==> src/rtl/mem_arbiter_if.sv <==
// ---------------------------------------------------------------------------
// mem_arbiter_if
// One client port of the two-port memory arbiter.
//   req    client asks for one memory access (held stable until gnt)
//   we     1 = write, 0 = read
//   addr   byte address
//   wdata  write data
//   lock   client wants to keep ownership on following cycles
//   gnt    access performed for this port this cycle (combinational)
//   rdata  registered read data
//   rvalid one-cycle pulse, rdata was updated
// Modports: master = client side, slave = arbiter side.
// ---------------------------------------------------------------------------
interface mem_arbiter_if;
  logic       req;
  logic       we;
  logic [7:0] addr;
  logic [7:0] wdata;
  logic       lock;
  logic       gnt;
  logic [7:0] rdata;
  logic       rvalid;

  modport master (
    output req, we, addr, wdata, lock,
    input  gnt, rdata, rvalid
  );

  modport slave (
    input  req, we, addr, wdata, lock,
    output gnt, rdata, rvalid
  );
endinterface

==> src/rtl/mem_arbiter.sv <==
// ---------------------------------------------------------------------------
// mem_arbiter
// Two-port arbiter in front of a single-port data memory with combinational
// read. Round-robin between the ports, with an optional lock that lets one
// port keep ownership for up to MAX_LOCK consecutive grants.
//
// Ports
//   clk          sole clock, all state on its rising edge
//   reset        asynchronous, active-high
//   p0, p1       client ports (mem_arbiter_if.slave)
//   mem_addr     address to data memory (granted port, port0 when idle)
//   mem_dat_in   write data to data memory (granted port, port0 when idle)
//   mem_wr_en    write enable to data memory, write lands on the next edge
//   mem_dat_out  combinational read data from data memory
// ---------------------------------------------------------------------------
module mem_arbiter #(
  parameter int MAX_LOCK = 4
) (
  input  logic        clk,
  input  logic        reset,
  mem_arbiter_if.slave p0,
  mem_arbiter_if.slave p1,
  output logic [7:0]  mem_addr,
  output logic [7:0]  mem_dat_in,
  output logic        mem_wr_en,
  input  logic [7:0]  mem_dat_out
);

  // Counter must hold MAX_LOCK and is never narrower than 3 bits.
  localparam int CNT_W = ($clog2(MAX_LOCK + 1) > 3) ? $clog2(MAX_LOCK + 1) : 3;
  localparam logic [CNT_W-1:0] LOCK_MAX = CNT_W'(MAX_LOCK);

  typedef enum logic [1:0] {
    IDLE = 2'd0,
    OWN0 = 2'd1,
    OWN1 = 2'd2
  } fsm_t;

  fsm_t             fsm_reg;
  logic             pri_reg;       // port favoured on the next contested cycle
  logic [CNT_W-1:0] lock_cnt_reg;  // consecutive grants of the current owner

  logic [1:0] req;
  logic [1:0] we;
  logic [1:0] lock;
  logic [1:0] hold;
  logic [1:0] gnt;
  logic       gnt_lock;
  fsm_t       owner_next;

  logic [1:0][7:0] rdata_bus;
  logic [1:0]      rvalid_bus;

  assign req  = {p1.req,  p0.req};
  assign we   = {p1.we,   p0.we};
  assign lock = {p1.lock, p0.lock};

  // An owner that still requests with lock and has budget left keeps the
  // memory no matter what the other port does. Only one can be the owner.
  assign hold[0] = (fsm_reg == OWN0) && req[0] && lock[0] && (lock_cnt_reg < LOCK_MAX);
  assign hold[1] = (fsm_reg == OWN1) && req[1] && lock[1] && (lock_cnt_reg < LOCK_MAX);

  // Grant decision. Reset forces no grant combinationally so nothing reaches
  // the memory while reset is asserted. An expired lock or an owner that
  // dropped its request falls straight through to round-robin, so there is
  // never a dead cycle.
  always_comb begin
    gnt = 2'b00;
    if (reset) begin
      gnt = 2'b00;
    end else if (hold[0]) begin
      gnt = 2'b01;
    end else if (hold[1]) begin
      gnt = 2'b10;
    end else if (req == 2'b11) begin
      gnt = pri_reg ? 2'b10 : 2'b01;
    end else begin
      gnt = req;
    end
  end

  assign gnt_lock   = gnt[1] ? lock[1] : lock[0];
  assign owner_next = gnt[1] ? OWN1 : OWN0;

  // Ownership / round-robin state.
  always_ff @(posedge clk or posedge reset) begin
    if (reset) begin
      fsm_reg      <= IDLE;
      pri_reg      <= 1'b0;
      lock_cnt_reg <= '0;
    end else if (|gnt) begin
      // The port just served is disfavoured next time.
      pri_reg <= ~gnt[1];
      if (gnt_lock) begin
        fsm_reg <= owner_next;
        if (fsm_reg == owner_next) begin
          // Same owner continuing: count up, saturating at the budget.
          lock_cnt_reg <= (lock_cnt_reg >= LOCK_MAX) ? LOCK_MAX
                                                     : lock_cnt_reg + 1'b1;
        end else begin
          lock_cnt_reg <= CNT_W'(1);
        end
      end else begin
        fsm_reg      <= IDLE;
        lock_cnt_reg <= '0;
      end
    end else begin
      fsm_reg      <= IDLE;
      lock_cnt_reg <= '0;
    end
  end

  // Memory side mux: port0 values are presented whenever port1 is not granted.
  assign mem_addr   = gnt[1] ? p1.addr  : p0.addr;
  assign mem_dat_in = gnt[1] ? p1.wdata : p0.wdata;
  assign mem_wr_en  = |(gnt & we);

  // Per-port read return: capture memory data on a read grant, pulse rvalid
  // for exactly the following cycle, otherwise keep the last read value.
  genvar gi;
  generate
    for (gi = 0; gi < 2; gi++) begin : g_rd
      logic [7:0] rdata_reg;
      logic       rvalid_reg;
      logic       rd_hit;

      assign rd_hit = gnt[gi] & ~we[gi];

      always_ff @(posedge clk or posedge reset) begin
        if (reset) begin
          rdata_reg  <= 8'h00;
          rvalid_reg <= 1'b0;
        end else begin
          rvalid_reg <= rd_hit;
          if (rd_hit) begin
            rdata_reg <= mem_dat_out;
          end
        end
      end

      assign rdata_bus[gi]  = rdata_reg;
      assign rvalid_bus[gi] = rvalid_reg;
    end
  endgenerate

  assign p0.gnt    = gnt[0];
  assign p1.gnt    = gnt[1];
  assign p0.rdata  = rdata_bus[0];
  assign p1.rdata  = rdata_bus[1];
  assign p0.rvalid = rvalid_bus[0];
  assign p1.rvalid = rvalid_bus[1];

endmodule
==> src/flat_wrapper.sv <==
// flat-port wrapper written by rule: the top's interface ports become plain ports
module mem_arbiter_flat 
#(
  parameter int MAX_LOCK = 4
)
  (clk, reset, mem_addr, mem_dat_in, mem_wr_en, mem_dat_out, p0_req, p0_we, p0_addr, p0_wdata, p0_lock, p0_gnt, p0_rdata, p0_rvalid, p1_req, p1_we, p1_addr, p1_wdata, p1_lock, p1_gnt, p1_rdata, p1_rvalid);
  mem_arbiter_if p0_i ();
  mem_arbiter_if p1_i ();
  input  logic clk;
  input  logic reset;
  output logic [7:0] mem_addr;
  output logic [7:0] mem_dat_in;
  output logic mem_wr_en;
  input  logic [7:0] mem_dat_out;
  input wire logic [$bits(p0_i.req)-1:0] p0_req;
  input wire logic [$bits(p0_i.we)-1:0] p0_we;
  input wire logic [$bits(p0_i.addr)-1:0] p0_addr;
  input wire logic [$bits(p0_i.wdata)-1:0] p0_wdata;
  input wire logic [$bits(p0_i.lock)-1:0] p0_lock;
  output wire logic [$bits(p0_i.gnt)-1:0] p0_gnt;
  output wire logic [$bits(p0_i.rdata)-1:0] p0_rdata;
  output wire logic [$bits(p0_i.rvalid)-1:0] p0_rvalid;
  input wire logic [$bits(p1_i.req)-1:0] p1_req;
  input wire logic [$bits(p1_i.we)-1:0] p1_we;
  input wire logic [$bits(p1_i.addr)-1:0] p1_addr;
  input wire logic [$bits(p1_i.wdata)-1:0] p1_wdata;
  input wire logic [$bits(p1_i.lock)-1:0] p1_lock;
  output wire logic [$bits(p1_i.gnt)-1:0] p1_gnt;
  output wire logic [$bits(p1_i.rdata)-1:0] p1_rdata;
  output wire logic [$bits(p1_i.rvalid)-1:0] p1_rvalid;
  assign p0_i.req = p0_req;
  assign p0_i.we = p0_we;
  assign p0_i.addr = p0_addr;
  assign p0_i.wdata = p0_wdata;
  assign p0_i.lock = p0_lock;
  assign p0_gnt = p0_i.gnt;
  assign p0_rdata = p0_i.rdata;
  assign p0_rvalid = p0_i.rvalid;
  assign p1_i.req = p1_req;
  assign p1_i.we = p1_we;
  assign p1_i.addr = p1_addr;
  assign p1_i.wdata = p1_wdata;
  assign p1_i.lock = p1_lock;
  assign p1_gnt = p1_i.gnt;
  assign p1_rdata = p1_i.rdata;
  assign p1_rvalid = p1_i.rvalid;
  mem_arbiter #(.MAX_LOCK(MAX_LOCK)) u_core (.clk(clk), .reset(reset), .p0(p0_i), .p1(p1_i), .mem_addr(mem_addr), .mem_dat_in(mem_dat_in), .mem_wr_en(mem_wr_en), .mem_dat_out(mem_dat_out));
endmodule
==> config.mk <==
export PLATFORM = sky130hd
export DESIGN_NAME = mem_arbiter_flat
export DESIGN_NICKNAME = d
export VERILOG_FILES = /design/src/rtl/mem_arbiter_if.sv /design/src/rtl/mem_arbiter.sv /design/src/flat_wrapper.sv
export SDC_FILE = /design/constraint.sdc
export NUM_CORES = 1
export LEC_CHECK = 0
export ABC_AREA = 1
export CELL_PAD_IN_SITES_DETAIL_PLACEMENT = 1
export CELL_PAD_IN_SITES_GLOBAL_PLACEMENT = 1
export CORE_ASPECT_RATIO = 1.25
export CORE_MARGIN = 1.5
export CORE_UTILIZATION = 25
export DETAILED_ROUTE_END_ITERATION = 10
export PLACE_DENSITY = 0.84
export REMOVE_ABC_BUFFERS = 1
export SYNTH_ARGS = -nofsm -noshare
export SYNTH_HDL_FRONTEND = slang
export SYNTH_SLANG_ARGS = --single-unit
==> constraint.sdc <==
create_clock -name clk -period 1.69 [get_ports clk]
set_input_delay 0.169 -clock clk [delete_from_list [all_inputs] [get_ports clk]]
set_output_delay 0.169 -clock clk [all_outputs]
set_load 0.005 [all_outputs]
==> implementation parameters, run 1 <==
Parameter                              Value

Outcome
  Status ... finished with violations
  Violated checks ... setup timing

Floorplanning
  Number of top-level pins ... 85
  Chip width ... 68.9 µm
  Area inside the core boundary ... 0.00515 mm²
  Die Outline Area ... 0.00588 mm²
  Die Height ... roughly 85 µm
  Std-Cell Rows ... 29
  Starting density of the core ... 26.3%

Critical path
  Length in cells of the worst reg-to-reg path ... 10
  Register-to-Register Setup Slack ... -150 ps
  Critical Path Source ... u_core.pri_reg$_DFFE_PP0P_
  CP Class ... flip-flop to output pin
  Buffers plus inverters on the worst setup path ... 4
  Crit path max-delay cell type ... dfrtp_1
  Cell family with the largest share of critical-path delay ... buffers and inverters
  Required time at the endpoint of the critical path ... 1520 ps
  Reg-to-reg critical path endpoint ... u_core.p1.rdata[5]$_DFFE_PP0P_
  Largest driver fanout on the critical path ... 7
  Critical path endpoint category ... output pin
  Worst path cell trace ... o21ai_2 -> nand2_4 -> buf_12 -> nand2_8 -> inv_8 -> buf_6 -> nand2_2 -> nand2_1 -> buf_2
  Worst reg2reg startpoint ... u_core.pri_reg$_DFFE_PP0P_
  Slowest Stage Delay on Critical Path ... 430 ps
  Arr. time, crit path ... 1710 ps
  Crit path depth ... 9
  Element type at the critical path start ... flip-flop
  Worst setup path endpoint ... mem_dat_in[0]

Clock network
  Clock transition at the registers of the reported paths ... 90 ps
  Maximum level of the CTS H-tree ... 1
  CTS Sinks ... 24
  Worst skew pair latency ... between 200 and 300 ps
  Bufs on Longest Clock Path ... 2
  CTS tree ... yes
  Number of clock buffers inserted by TritonCTS ... 3
  Root Buffer Master ... clkbuf_8

Synth
  Top cells by area, synth ... dfrtp_1 (44%), nand2_1 (20%), inv_1 (5.8%), o21ai_2 (5.8%), buf_6 (3.3%)
  Library cell occupying the most area in the post-synthesis netlist ... dfrtp_1
  Number of synthesized register bits ... 24
  Instance count of the mapped netlist ... between 150 and 200
  Yosys top cell area share ... roughly 44%
  Netlist area before placement ... 0.00136 mm²
  Count of distinct cell types in the synthesized netlist ... 23
  Syn. warnings ... 0
  Mean Syn Cell Area ... 7.89 µm²
  Portion of the post-synthesis area used by sequential elements ... 44.2%

Placement
  Placed Instance Area ... 0.00234 mm²
  Final RePlAce weighted congestion ... a little over 0.7
  Inst Count DP ... 328
  Port Buffer Count ... 84
  Minimum setup slack after placement ... -442 ps
  Sum of net half-perimeters after detailed placement ... 3.54 mm

Route
  Count of routing violations after the opening detailed-route iteration ... 24
  Post-detailed-routing wire length ... 5.77 mm
  Number of routed nets with antenna violations ... 0
  Drt first pass iters ... 4
  Ratio of routed vias to standard cells ... around 4.5
  Detailed-route DRC error count ... 0
  Via count ... around 1600
  Detailed-route wire length per cell ... 16.2 µm

STA
  Part of the cycle the worst path needs ... 111%
  Final TNS setup ... -2980 ps
  Fmax ... between 500 and 600 MHz
  Worst slack on hold paths ... 472 ps
  # setup viols final ... 26
  Max-slew headroom ... 83.6%
  Slew at the pin closest to its max-slew limit ... approximately 250 ps
  Number of hold violations in the final report ... 0
  Skew final ... 1.95 ps
  Number of pins exceeding their max-slew limit in the final report ... 0
  Post-layout minimum cycle time ... between 1500 and 2000 ps
  Unrepaired setup endpoints after global routing ... yes
  Setup WS post-layout ... -192 ps

GRT
  Initial antenna violation count ... 0
  Overall track demand over capacity in global routing ... 18.1%
  Pin count of the biggest net entering global routing ... 26
  First-pass GRT wire length ... 7.98 mm
  Vias in the first global route ... between 1500 and 2000
  Remaining global-route overflow ... 0

Hold path
  Hold path depth ... 3
  Worst hold-check path type ... primary input to flip-flop

Layout
  Area delta synth->final ... 101%
  Cell area after layout ... around 0.0027 mm²
  Number of standard cells in the layout, taps in and fillers out ... 356
  Final design utilization ... 53.1%
  Fraction of layout instances using a drive strength above 1 ... 39.8%
  Number of diodes added for antenna fixing ... 0
  Final nets ... ~350

Pwr
  Power density over cell area ... 769 mW/mm²
  Power consumption ... 2.10 mW
  Worst IR drop on VDD ... between 400 and 500 µV
  Leakage power ... 1.37 nW

Flow run
  Number of max-cap violations ... 0
==> cell usage in the layout (no fill, tap or decap), types with 2 or more instances in the layout <==
master	n
clkdlybuf4s50_1	64
nand2_1	47
nand2_2	24
dfrtp_1	24
buf_4	22
inv_1	20
buf_6	11
o21ai_2	9
buf_2	9
nand2_4	8
o21ai_1	8
clkbuf_2	8
nor2_1	7
nand3_2	3
nor2_4	3
nand2_8	3
clkbuf_8	3
inv_2	2
nand3_4	2
inv_8	2
ha_1	2
buf_12	2
==> cells in the mapped netlist <==
cell,instances
nor2_1,8
nand2_4,3
nand3_1,3
inv_1,21
inv_2,1
inv_8,1
ha_1,2
nand3_4,1
nand2_2,4
nand3b_1,1
nor2_4,2
buf_2,1
nand2_1,72
or2_2,1
a21oi_1,1
dfrtp_1,24
nor2_2,1
clkinv_1,1
buf_6,4
o22ai_1,1
nand3_2,2
o21ai_2,9
o21ai_1,8
==> metal layers <==
layer,part of all wire (%),wire [µm],vias up,global-route usage (%)
met4,1.1,61,0,4.28
li1,-,-,766,-
met2,59,3420,45,35.8
met1,36,2060,771,19.2
met3,4.0,230,6,2.39
met5,0,0,-,0
==> worst min-delay path, stage by stage <==
cell             delay (ps)
clkdlybuf4s50_1         390
inv_1                    80
o21ai_2                  60
==> power breakdown <==
part | internal, mW | leakage, nW | total [mW] | switching (mW)
combinational | 0.496 | 1.03 | 0.857 | 0.361
clock | 0.316 | 0.0357 | 0.501 | 0.184
sequential | 0.677 | 0.308 | 0.745 | 0.0676
total | 1.49 | 1.37 | 2.10 | 0.613
==> worst min path at each step <==
stage | startpoint | endpoint | slack, ps
after floorplan | reset | u_core.fsm_reg[0]$_DFF_PP0_ | 220
after global placement | u_core.p1.rdata[4]$_DFFE_PP0P_ | u_core.p1.rdata[4]$_DFFE_PP0P_ | 470
after detailed placement | u_core.p1.rdata[6]$_DFFE_PP0P_ | u_core.p1.rdata[6]$_DFFE_PP0P_ | 470
after CTS | mem_dat_out[2] | u_core.p1.rdata[2]$_DFFE_PP0P_ | 470
after global routing | mem_dat_out[4] | u_core.p1.rdata[4]$_DFFE_PP0P_ | 490
final | mem_dat_out[6] | u_core.p1.rdata[6]$_DFFE_PP0P_ | 470
==> repair_timing <==
action / CTS / global route
cloned: 5 / 1
pin swaps: 14 / 16
hold buffers: 0 / 0
gates resized for setup: 76 / 50
setup endpoints to repair: 20 / 32
buffers inserted: 13 / 6
endpoints found under the hold margin: 0 / 0
==> layout make-up <==
class                      count  area [µm²]
tap                           62        77.6
timing repair buffer         117        1060
fill                         624        2420
clock inverter                 1        30.0
sequential                    24         601
clock buffer                   3        41.3
inverter                      24        97.6
multi-input combinational    122         788
timing repair inverter         3        36.3
==> cell families after synthesis <==
family / count (synthesis) / share of synthesized area, %
buffers and inverters: 29 / 10.9
and+or+nand+nor: 98 / 33.5
AOI/OAI and AO/OA: 19 / 9.59
adders and majority gates: 2 / 1.84
DFF: 24 / 44.2
Power figures use the tool's default switching activity.
==> run 2, diff against run 1 <==
--- a/config.mk
+++ b/config.mk
@@ -6,6 +6,7 @@
 export NUM_CORES = 1
 export LEC_CHECK = 0
 export ABC_AREA = 1
+export CAP_MARGIN = 10
 export CELL_PAD_IN_SITES_DETAIL_PLACEMENT = 1
 export CELL_PAD_IN_SITES_GLOBAL_PLACEMENT = 1
 export CORE_ASPECT_RATIO = 1.25
@@ -14,6 +15,7 @@
 export DETAILED_ROUTE_END_ITERATION = 10
 export PLACE_DENSITY = 0.84
 export REMOVE_ABC_BUFFERS = 1
+export SLEW_MARGIN = 20
 export SYNTH_ARGS = -nofsm -noshare
 export SYNTH_HDL_FRONTEND = slang
 export SYNTH_SLANG_ARGS = --single-unit
==> results of run 2 <==
Final layout, timing and power as in run 1 (identical DEF).
==> run 3, diff against run 2 <==
--- a/config.mk
+++ b/config.mk
@@ -13,8 +13,10 @@
 export CORE_MARGIN = 1.5
 export CORE_UTILIZATION = 25
 export DETAILED_ROUTE_END_ITERATION = 10
+export MAX_ROUTING_LAYER = met4
 export PLACE_DENSITY = 0.84
 export REMOVE_ABC_BUFFERS = 1
+export SKIP_LAST_GASP = 1
 export SLEW_MARGIN = 20
 export SYNTH_ARGS = -nofsm -noshare
 export SYNTH_HDL_FRONTEND = slang
==> run 3 against run 2 <==
The run still ends with setup timing left. Cell count grew 1.1%. Non-clock buffer count rose by 3. Sequential share of layout area shrank 0.68 points. Combinational power up 5.5%. First-iteration DRC count grew 33%. Utilization up 1.7 points. Global-route usage grew 0.11 points. Worst hold slack worse by 3.8 ps. Via count grew 4.2%. Fmax grew 0.24%. Critical path type unchanged. Critical endpoint unchanged. Largest cell class unchanged.
==> implementation parameters, run 3 (synthesized netlist as in run 1, its figures left out) <==
Parameter                              Value

Outcome
  Status ... finished with violations
  Violated checks ... setup timing

Critical path
  Worst path cell trace ... o21ai_2 -> nand2_4 -> buf_12 -> nand2_8 -> inv_8 -> buf_6 -> nand2_4 -> nand2_2 -> buf_6
  Slowest Stage Delay on Critical Path ... 420 ps (about the same)
  Arr. time, crit path ... 1710 ps (about the same)
  Reg-to-reg critical path endpoint ... u_core.pri_reg$_DFFE_PP0P_
  Critical path endpoint category ... output pin
  Required time at the endpoint of the critical path ... 1520 ps (about the same)
  CP Class ... flip-flop to output pin
  Length in cells of the worst reg-to-reg path ... 10 (unchanged)
  Crit path max-delay cell type ... dfrtp_1
  Worst reg2reg startpoint ... u_core.pri_reg$_DFFE_PP0P_
  Element type at the critical path start ... flip-flop
  Largest driver fanout on the critical path ... 7 (unchanged)
  Register-to-Register Setup Slack ... -60 ps (+90 ps)

Floorplanning
  Die Height ... 85.4 µm (unchanged)
  Std-Cell Rows ... 29 (unchanged)
  Chip width ... 68.9 µm (unchanged)
  Number of top-level pins ... 85 (unchanged)
  Die Outline Area ... 0.00588 mm² (unchanged)
  Area inside the core boundary ... 0.00515 mm² (unchanged)
  Starting density of the core ... 26.3% (unchanged)

Pwr
  Share of total power consumed by net switching ... 30.0% (+0.87 points)
  Leakage power ... 1.41 nW (+3.0%)
  Power consumption ... 2.17 mW (+3.0%)
  Total net switching power ... 0.650 mW (+6.0%)
  Cell-internal power ... 1.51 mW (+1.7%)
  Combinational cell fraction of total power ... 41.7% (+0.9 points)
  Clock network fraction of design power ... 23.5% (-0.3 points)
  Power density over cell area ... 767 mW/mm² (-0.23%)
  Reg power frac ... 34.7% (-0.7 points)
  Worst IR drop on VDD ... 494 µV (+3.1%)

Flow run
  Number of max-cap violations ... 0 (unchanged)

STA
  Final TNS setup ... -2110 ps (+873 ps)
  Fmax ... 533 MHz (+0.24%)
  Unrepaired setup endpoints after global routing ... yes
  Number of pins exceeding their max-slew limit in the final report ... 0 (unchanged)
  # setup viols final ... 19 (-27%)
  Part of the cycle the worst path needs ... 111% (-0.27 points)
  Max-slew headroom ... 79.3% (-4.3 points)
  Slew at the pin closest to its max-slew limit ... 311 ps (+64.0 ps)
  Post-layout minimum cycle time ... 1880 ps (-4.54 ps)
  Number of hold violations in the final report ... 0 (unchanged)
  Setup WS post-layout ... -187 ps (+4.54 ps)
  Worst slack on hold paths ... 468 ps (-3.76 ps)
  Skew final ... 4.03 ps (+2.08 ps)

GRT
  Remaining global-route overflow ... 0 (unchanged)
  Pin count of the biggest net entering global routing ... 26 (unchanged)
  Initial antenna violation count ... 0 (unchanged)
  First-pass GRT wire length ... 7.90 mm (-1.0%)
  Vias in the first global route ... 1665 (-0.18%)
  Overall track demand over capacity in global routing ... 18.2% (+0.11 points)

Layout
  Area delta synth->final ... 108%
  Most used cells in the layout excluding fill and tap cells ... clkdlybuf4s50_1 (64), nand2_1 (42), nand2_2 (28), dfrtp_1 (24), buf_4 (23)
  Filler Cells Inserted ... 602 (-3.5%)
  Sequential standard cell area ... 601 µm² (unchanged)
  Fraction of layout instances using a drive strength above 1 ... 42.6% (+2.8 points)
  Number of diodes added for antenna fixing ... 0 (unchanged)
  Most common cell after layout, fill and taps aside ... clkdlybuf4s50_1
  Final nets ... 349 (+1.2%)
  Combined area of the multi-input logic cells ... 828 µm² (+5.1%)
  Final design utilization ... 54.8% (+1.7 points)

Hold path
  Hold path depth ... 3 (unchanged)
  Worst hold-check path type ... primary input to flip-flop
  End of the worst hold path ... u_core.p1.rdata[2]$_DFFE_PP0P_
  Worst Hold Launch ... mem_dat_out[2]

Route
  Number of routed nets with antenna violations ... 0 (unchanged)
  Count of routing violations after the opening detailed-route iteration ... 32 (+33%)
  Drt first pass iters ... 4 (unchanged)
  Detailed-route wire length per cell ... 17.4 µm (+7.1%)
  Ratio of routed vias to standard cells ... 4.60 (+3.1%)
  Post-detailed-routing wire length ... 6.25 mm (+8.3%)
  Detailed-route DRC error count ... 0 (unchanged)
  Via count ... 1655 (+4.2%)

Placement
  Sum of net half-perimeters after detailed placement ... 3.54 mm (unchanged)
  Minimum setup slack after placement ... -442 ps (unchanged)
  Port Buffer Count ... 84 (unchanged)
  Final RePlAce weighted congestion ... 0.727 (+1.2%)

Clock network
  Worst skew pair latency ... 270 ps (about the same)
  Maximum level of the CTS H-tree ... 1 (unchanged)
  Clock transition at the registers of the reported paths ... 90 ps (about the same)
  Number of clock buffers inserted by TritonCTS ... 3 (unchanged)
  CTS tree ... yes
  Bufs on Longest Clock Path ... 2 (unchanged)
  CTS Sinks ... 24 (unchanged)
  Root Buffer Master ... clkbuf_8
-- run 3: cell types whose count changed in the layout (fill, tap and decap cells not counted), sizes merged --
| cell | delta |
|---|---|
| buf | +7 |
| inv | +1 |
| clkbuf | -5 |
| clkinv | -1 |
| nand2 | +1 |
| clkdlybuf4s15 | +1 |
-- run 3: cell type report --
| cell class | count | area share, % |
|---|---|---|
| Clock buffer | 3 | 1.46 |
| Clock inverter | 1 | 1.06 |
| Inverter | 24 | 3.46 |
| Multi-Input combinational cell | 123 | 29.3 |
| Sequential cell | 24 | 21.3 |
| Tap cell | 62 | 2.75 |
| Timing Repair Buffer | 120 | 39.4 |
| Timing Repair inverter | 3 | 1.29 |
-- run 3: power groups by stage --
stage          Sequential, mW  Clock [mW]  Combinational, mW
6_report                0.752       0.510              0.904
5_1_grt                 0.763       0.540              0.966
4_1_cts                 0.746       0.516              0.787
3_5_place_dp            0.752           0              0.725
3_3_place_gp            0.750           0              0.698
2_1_floorplan           0.751           0              0.237
-- run 3: repair_timing --
item,in CTS,in global routing
gates cloned,5,2
pin swaps,13,13
resized for setup,61,79
buffers inserted,13,10
endpoints found under the setup margin,20,32
hold buffers,0,0
-- run 3: worst max path at each step --
stage | start | to | slack (ps) | cells past startpoint
after floorplan | u_core.fsm_reg[0]$_DFF_PP0_ | u_core.p1.rdata[0]$_DFFE_PP0P_ | 340 | 8
after global placement | p1_lock | mem_addr[6] | -370 | 10
after detailed placement | p1_lock | mem_dat_in[1] | -440 | 10
after CTS | u_core.fsm_reg[0]$_DFF_PP0_ | mem_addr[3] | -160 | 9
after global routing | u_core.lock_cnt_reg[2]$_DFF_PP0_ | mem_addr[3] | -240 | 9
final | u_core.pri_reg$_DFFE_PP0P_ | mem_dat_in[0] | -190 | 9
-- run 3: per-layer routing --
metal	share of wire (%)	GRT usage, %	vias to the layer above
met3	3.5	1.33	20
met4	3.8	3.57	0
met2	56	34.6	61
li1	-	-	775
met1	36	20.1	799
met5	0	-	-
-- run 3: critical path, delay by kind of cell (launching register included) --
| family | cells | cell delay (ps) |
|---|---|---|
| and+or+nand+nor | 4 | 350 |
| DFF | 1 | 420 |
| buffers and inverters | 4 | 430 |
| AOI/OAI and AO/OA | 1 | 230 |
-- run 3: per-stage QoR --
| step | cell area (µm²) | cells |
|---|---|---|
| floorplan | 1310 | 167 |
| detailed placement | 2340 | 328 |
| global placement | 2340 | 328 |
| CTS | 2590 | 350 |
| finish | 2820 | 360 |
| global route | 2820 | 360 |
